[src/rtl/comb_arbiter_if.sv]
// comb_arbiter_if: request and response channels between the requesting
// agents and comb_arbiter.
//   req_valid[i]          requester i has an operand set to offer
//   req_abcd[4i+3:4i]     operands of requester i, {a,b,c,d}, a at the MSB
//   req_ready[i]          one-hot accept back to requester i
//   rsp_valid/rsp_id/rsp_y  response channel, rsp_ready is the consumer side
// slave modport: the arbiter. master modport: the requesters/consumer.
interface comb_arbiter_if #(
  parameter int NREQ = 4,
  parameter int IDW  = $clog2(NREQ)
);
  logic [NREQ-1:0]   req_valid;
  logic [4*NREQ-1:0] req_abcd;
  logic [NREQ-1:0]   req_ready;
  logic              rsp_valid;
  logic [IDW-1:0]    rsp_id;
  logic              rsp_y;
  logic              rsp_ready;

  modport slave (
    input  req_valid, req_abcd, rsp_ready,
    output req_ready, rsp_valid, rsp_id, rsp_y
  );

  modport master (
    output req_valid, req_abcd, rsp_ready,
    input  req_ready, rsp_valid, rsp_id, rsp_y
  );
endinterface

[src/rtl/comb_arbiter.sv]
// comb_arbiter: round-robin scheduler sharing one combinational `comb` unit
// between NREQ requesters. One operand set is accepted at a time, driven onto
// comb_a..comb_d for SETTLE cycles, then comb_y is sampled and returned on the
// response channel tagged with the requester index.
// Ports:
//   clk, rst_n        clock, asynchronous active-low reset
//   bus (slave)       request/response channels, see comb_arbiter_if
//   comb_a..comb_d    registered operands to the comb unit
//   comb_y            comb unit output
//   busy              high whenever the FSM is not idle
//   dbg_state         current FSM state (0 idle, 1 settle, 2 resp)
//
// Handshake rule (both channels): a transfer happens on a rising edge where
// valid and ready are both high. A response holds rsp_valid, rsp_id and rsp_y
// stable until that edge. Requesters may drop req_valid without a transfer;
// an ungranted request is simply forgotten.
module comb_arbiter #(
  parameter int NREQ   = 4,
  parameter int SETTLE = 1,
  localparam int IDW   = $clog2(NREQ)
) (
  input  logic             clk,
  input  logic             rst_n,
  comb_arbiter_if.slave    bus,
  output logic             comb_a,
  output logic             comb_b,
  output logic             comb_c,
  output logic             comb_d,
  input  logic             comb_y,
  output logic             busy,
  output logic [1:0]       dbg_state
);

  typedef enum logic [1:0] {
    S_IDLE   = 2'd0,
    S_SETTLE = 2'd1,
    S_RESP   = 2'd2
  } state_t;

  state_t          state;
  logic [IDW-1:0]  ptr;
  logic [3:0]      cnt;
  logic [IDW-1:0]  id_q;
  logic            rsp_valid_q;
  logic            rsp_y_q;

  logic [NREQ-1:0] grant;
  logic [IDW-1:0]  grant_id;
  logic [IDW-1:0]  cand;
  logic            found;
  logic [3:0]      sel_abcd;
  logic [IDW-1:0]  next_ptr;

  // base + k reduced modulo NREQ; k < NREQ so one subtraction is enough and
  // a non-power-of-two NREQ never yields an out-of-range index.
  function automatic logic [IDW-1:0] wrap_idx(input logic [IDW-1:0] base,
                                              input int k);
    int s;
    s = int'(base) + k;
    if (s >= NREQ) s = s - NREQ;
    return IDW'(s);
  endfunction

  // Search from ptr upward for the first valid requester. Only idle offers
  // a grant, so req_ready is all-zero while a transaction is in flight.
  always_comb begin
    grant    = '0;
    grant_id = '0;
    cand     = '0;
    found    = 1'b0;
    if (state == S_IDLE) begin
      for (int k = 0; k < NREQ; k++) begin
        cand = wrap_idx(ptr, k);
        if (!found && bus.req_valid[cand]) begin
          found       = 1'b1;
          grant[cand] = 1'b1;
          grant_id    = cand;
        end
      end
    end
  end

  assign sel_abcd = bus.req_abcd[{grant_id, 2'b00} +: 4];
  assign next_ptr = (grant_id == IDW'(NREQ - 1)) ? '0 : grant_id + IDW'(1);

  assign bus.req_ready = grant;
  assign bus.rsp_valid = rsp_valid_q;
  assign bus.rsp_id    = id_q;
  assign bus.rsp_y     = rsp_y_q;
  assign busy          = (state != S_IDLE);
  assign dbg_state     = state;

  always_ff @(posedge clk or negedge rst_n) begin
    if (!rst_n) begin
      state       <= S_IDLE;
      ptr         <= '0;
      cnt         <= '0;
      id_q        <= '0;
      rsp_valid_q <= 1'b0;
      rsp_y_q     <= 1'b0;
      comb_a      <= 1'b0;
      comb_b      <= 1'b0;
      comb_c      <= 1'b0;
      comb_d      <= 1'b0;
    end else begin
      case (state)
        S_IDLE: begin
          if (found) begin
            {comb_a, comb_b, comb_c, comb_d} <= sel_abcd;
            id_q  <= grant_id;
            cnt   <= 4'(SETTLE - 1);
            ptr   <= next_ptr;
            state <= S_SETTLE;
          end
        end
        S_SETTLE: begin
          // Operands have been stable for SETTLE full cycles when cnt hits 0.
          if (cnt == 4'd0) begin
            rsp_y_q     <= comb_y;
            rsp_valid_q <= 1'b1;
            state       <= S_RESP;
          end else begin
            cnt <= cnt - 4'd1;
          end
        end
        S_RESP: begin
          // No new accept in the handshake cycle: idle is entered first.
          if (bus.rsp_ready) begin
            rsp_valid_q <= 1'b0;
            state       <= S_IDLE;
          end
        end
        default: state <= S_IDLE;
      endcase
    end
  end

endmodule
[src/flat_wrapper.sv]
// flat-port wrapper written by rule: the top's interface ports become plain ports
module comb_arbiter_flat 
#(
  parameter int NREQ   = 4,
  parameter int SETTLE = 1,
  localparam int IDW   = $clog2(NREQ)
)
  (clk, rst_n, comb_a, comb_b, comb_c, comb_d, comb_y, busy, dbg_state, bus_req_valid, bus_req_abcd, bus_rsp_ready, bus_req_ready, bus_rsp_valid, bus_rsp_id, bus_rsp_y);
  comb_arbiter_if #(.NREQ(NREQ)) bus_i ();
  input  logic clk;
  input  logic rst_n;
  output logic comb_a;
  output logic comb_b;
  output logic comb_c;
  output logic comb_d;
  input  logic comb_y;
  output logic busy;
  output logic [1:0] dbg_state;
  input wire logic [$bits(bus_i.req_valid)-1:0] bus_req_valid;
  input wire logic [$bits(bus_i.req_abcd)-1:0] bus_req_abcd;
  input wire logic [$bits(bus_i.rsp_ready)-1:0] bus_rsp_ready;
  output wire logic [$bits(bus_i.req_ready)-1:0] bus_req_ready;
  output wire logic [$bits(bus_i.rsp_valid)-1:0] bus_rsp_valid;
  output wire logic [$bits(bus_i.rsp_id)-1:0] bus_rsp_id;
  output wire logic [$bits(bus_i.rsp_y)-1:0] bus_rsp_y;
  assign bus_i.req_valid = bus_req_valid;
  assign bus_i.req_abcd = bus_req_abcd;
  assign bus_i.rsp_ready = bus_rsp_ready;
  assign bus_req_ready = bus_i.req_ready;
  assign bus_rsp_valid = bus_i.rsp_valid;
  assign bus_rsp_id = bus_i.rsp_id;
  assign bus_rsp_y = bus_i.rsp_y;
  comb_arbiter #(.NREQ(NREQ), .SETTLE(SETTLE)) u_core (.clk(clk), .rst_n(rst_n), .bus(bus_i), .comb_a(comb_a), .comb_b(comb_b), .comb_c(comb_c), .comb_d(comb_d), .comb_y(comb_y), .busy(busy), .dbg_state(dbg_state));
endmodule
[config.mk]
export PLATFORM = sky130hd
export DESIGN_NAME = comb_arbiter_flat
export DESIGN_NICKNAME = d
export VERILOG_FILES = /design/src/rtl/comb_arbiter_if.sv /design/src/rtl/comb_arbiter.sv /design/src/flat_wrapper.sv
export SDC_FILE = /design/constraint.sdc
export NUM_CORES = 1
export LEC_CHECK = 0
export ABC_AREA = 1
export CORE_MARGIN = 1
export CORE_UTILIZATION = 40
export DETAILED_ROUTE_END_ITERATION = 8
export PLACE_DENSITY = 0.64
export SLEW_MARGIN = 20
export SYNTH_ARGS = -nofsm -noshare
export SYNTH_HDL_FRONTEND = slang
export SYNTH_SLANG_ARGS = --single-unit
[constraint.sdc]
create_clock -name clk -period 4.2 [get_ports clk]
set_input_delay 0.84 -clock clk [delete_from_list [all_inputs] [get_ports clk]]
set_output_delay 0.84 -clock clk [all_outputs]
set_load 0.05 [all_outputs]
==> impl_metrics.toml <==
[run_status]
status = "completed"

[global_route]
grt_max_degree = 17
grt_antenna_before_repair = 0
grt_util_all_layers_pct = 16.9
grt_pass1_vias = 1145
grt_pass1_wl_mm = 4.86
grt_remaining_overflow = 0

[hold_path]
hold_class = "reg -> reg"

[logic_synthesis]
synth_area_leader_cell = "dfrtp_1"
synth_top_area_share_pct = 28.3
ys_seq_elements = 16
syn_inst = 215
synth_edf_count = 0
yosysMostFrequentCell = "nand2_1"
synth_commonest_cells = "nand2_1, inv_1, dfrtp_1, nand3_1, o21ai_0"
synth.distinct_cells = 25
synth_area_per_cell_um2 = 6.58
yosysWarnings = 0
synth_top_flop_cell = "dfrtp_1"
async_flop_share_pct = 100
syn_area_um2 = 1410
seq_area_frac_synth_pct = 28.3
synth_area_leaders = "dfrtp_1, nand2_1, inv_1, ha_1, nand3_1"
syn_nets = 248

[clock_network]
cts_buffer_depth = 2
post-cts-setup-buffers = 0
cts-root-buf = "clkbuf_4"
post_cts_resized = 0
cts_tree = "yes"
cts.clk_slew.worst_paths_ns = 0.09
htreeDepth = 1
clk-insertion-delay-late_ns = 0.28
cts_buffers = 3
hold_buffers = 0
cts.sinks = 16

[routing]
first_pass_iters = 4
wl_met2_mm = 1.33
drtAntennaViolNets = 0
viasPerCell = 4.53
drt-initial-drc-count = 79
routed_wl_mm = 3.01
top_layer = "met4"
wl_met3_um = 122
vias = 1359
drc = 0
wl_met1_mm = 1.55
wl_per_cell_um = 10.0

[placement]
gp_congestion = 0.755
portBuffers = 38
dp_hpwl_mm = 2.33

[sta]
max_freq_ghz = 0.288
tightest_slew_ns = 0.717
fin_crit_sh_pct = 82.6
finalSetupTns_ns = 0
slew_violations = 0
finClkSkew_ns = 0.00394
period_needed_ns = 3.47
rsz0062_at_grt = "no"
relSlewSlack_pct = 52.1
hold_violations = 0
finalSetupViolations = 0

[die]
coreArea_um2 = 3360
ios = 39
die-width_um = 61.5
floorplan.initialDensity_pct = 42.0
die_h_um = 61.5
die-area_um2 = 3780
fp-row-count = 21

[setup_path]
crit_required_ns = 3.36
cp.arrival_ns = 2.63
cp-end-kind = "output port"
start_kind = "flip-flop"
cp_max_fo = 13
worst-setup-path-type = "reg -> out"

[finish]
diodes = 0
drive_gt1_share_pct = 9.84
syn_to_final_growth_pct = 31.2
nNetsFinal = 288

[flow_run]
cap_violations = 0
==> registers in the layout (all words and copies together), names as in the netlist, 2 cells and up <==
signal	count
u_core.dbg_state	2
u_core.bus.rsp_id	2
u_core.ptr	2
u_core.cnt	4
==> cell usage in the layout, fill, tap and decap left out <==
| cell type | synthesis | layout |
|---|---|---|
| a21oi_1 | 8 | 8 |
| a21oi_2 | 1 | 1 |
| buf_4 | 0 | 5 |
| clkbuf_4 | 0 | 3 |
| clkbuf_8 | 0 | 1 |
| clkdlybuf4s50_1 | 0 | 34 |
| dfrtp_1 | 16 | 16 |
| ha_1 | 9 | 9 |
| inv_1 | 43 | 43 |
| inv_2 | 1 | 1 |
| inv_4 | 1 | 1 |
| inv_6 | 1 | 1 |
| mux2_2 | 1 | 1 |
| nand2_1 | 71 | 71 |
| nand2_2 | 4 | 4 |
| nand2_4 | 3 | 3 |
| nand3_1 | 16 | 16 |
| nand3_2 | 1 | 1 |
| nand3_4 | 1 | 1 |
| nand4_1 | 11 | 11 |
| nand4_4 | 1 | 1 |
| nor2_1 | 5 | 5 |
| nor2_2 | 1 | 1 |
| o21ai_0 | 14 | 14 |
| o21ai_1 | 1 | 1 |
| o22ai_1 | 1 | 1 |
==> worst max-delay path, cell delays in order, from the launching register on <==
cell,delay (ns)
dfrtp_1,0.70
inv_6,0.10
ha_1,0.37
inv_1,0.07
nand3_1,0.10
nand2_2,0.12
nor2_1,0.20
inv_1,0.10
o21ai_0,0.16
a21oi_1,0.05
o21ai_0,0.07
nand2_1,0.06
inv_1,0.05
buf_4,0.18
==> routing by layer <==
| metal | vias to the layer above | GRT usage (%) |
|---|---|---|
| met2 | 25 | 27.8 |
| met4 | 0 | 3.17 |
| li1 | 754 | - |
| met5 | - | 0 |
| met3 | 2 | 2.31 |
| met1 | 578 | 24.0 |
==> area by class of cell <==
class	instances	area, um2
inverter	46	180
clock buffer	4	36.3
fill	354	1510
timing repair buffer	39	378
tap	46	57.6
multi-input combinational	149	802
sequential	16	400
==> per-stage QoR <==
step | util, % | instance area (um2) | hold slack (ns) | worst slack (ns) | instances
final | 55.1 | 1850 | 0.472 | 0.730 | 300
after global routing | 55.1 | 1850 | 0.484 | 0.441 | 300
after CTS | 55.1 | 1850 | 0.473 | 0.710 | 300
after detailed placement | 54.1 | 1820 | 0.460 | 0.786 | 296
after global placement | 54.1 | 1820 | 0.454 | 0.812 | 296
after floorplan | - | 1410 | 0.434 | 1.33 | 215
==> path summary, 6_finish.rpt <==
path | start | end | slack (ns) | cells after the start
worst min register to register | u_core.cnt[3] | u_core.cnt[3] | 0.47 | 1
worst max-delay path | u_core.ptr[0] | bus_req_ready[0] | 0.73 | 13
worst max register to register | u_core.ptr[0] | u_core.cnt[2] | 1.72 | 11
worst min-delay path | u_core.cnt[3] | u_core.cnt[3] | 0.47 | 1
min in group asynchronous | rst_n | u_core.comb_b | 0.98 | 1
max in group asynchronous | rst_n | u_core.bus.rsp_id[1] | 2.77 | 1
==> kinds of logic (layout without fill, tap and decap cells) <==
kind of cell | count (synthesis) | in the layout | synth area share (%)
compound gates | 25 | 25 | 9.20
fa+ha+maj | 9 | 9 | 7.96
buf+inv | 50 | 89 | 15.0
flops | 16 | 16 | 28.3
mux | 1 | 1 | 0.796
simple gates | 114 | 114 | 38.8
Power is not shown: default switching activity piles up to over one toggle a cycle in this logic, so the estimate is an artifact.
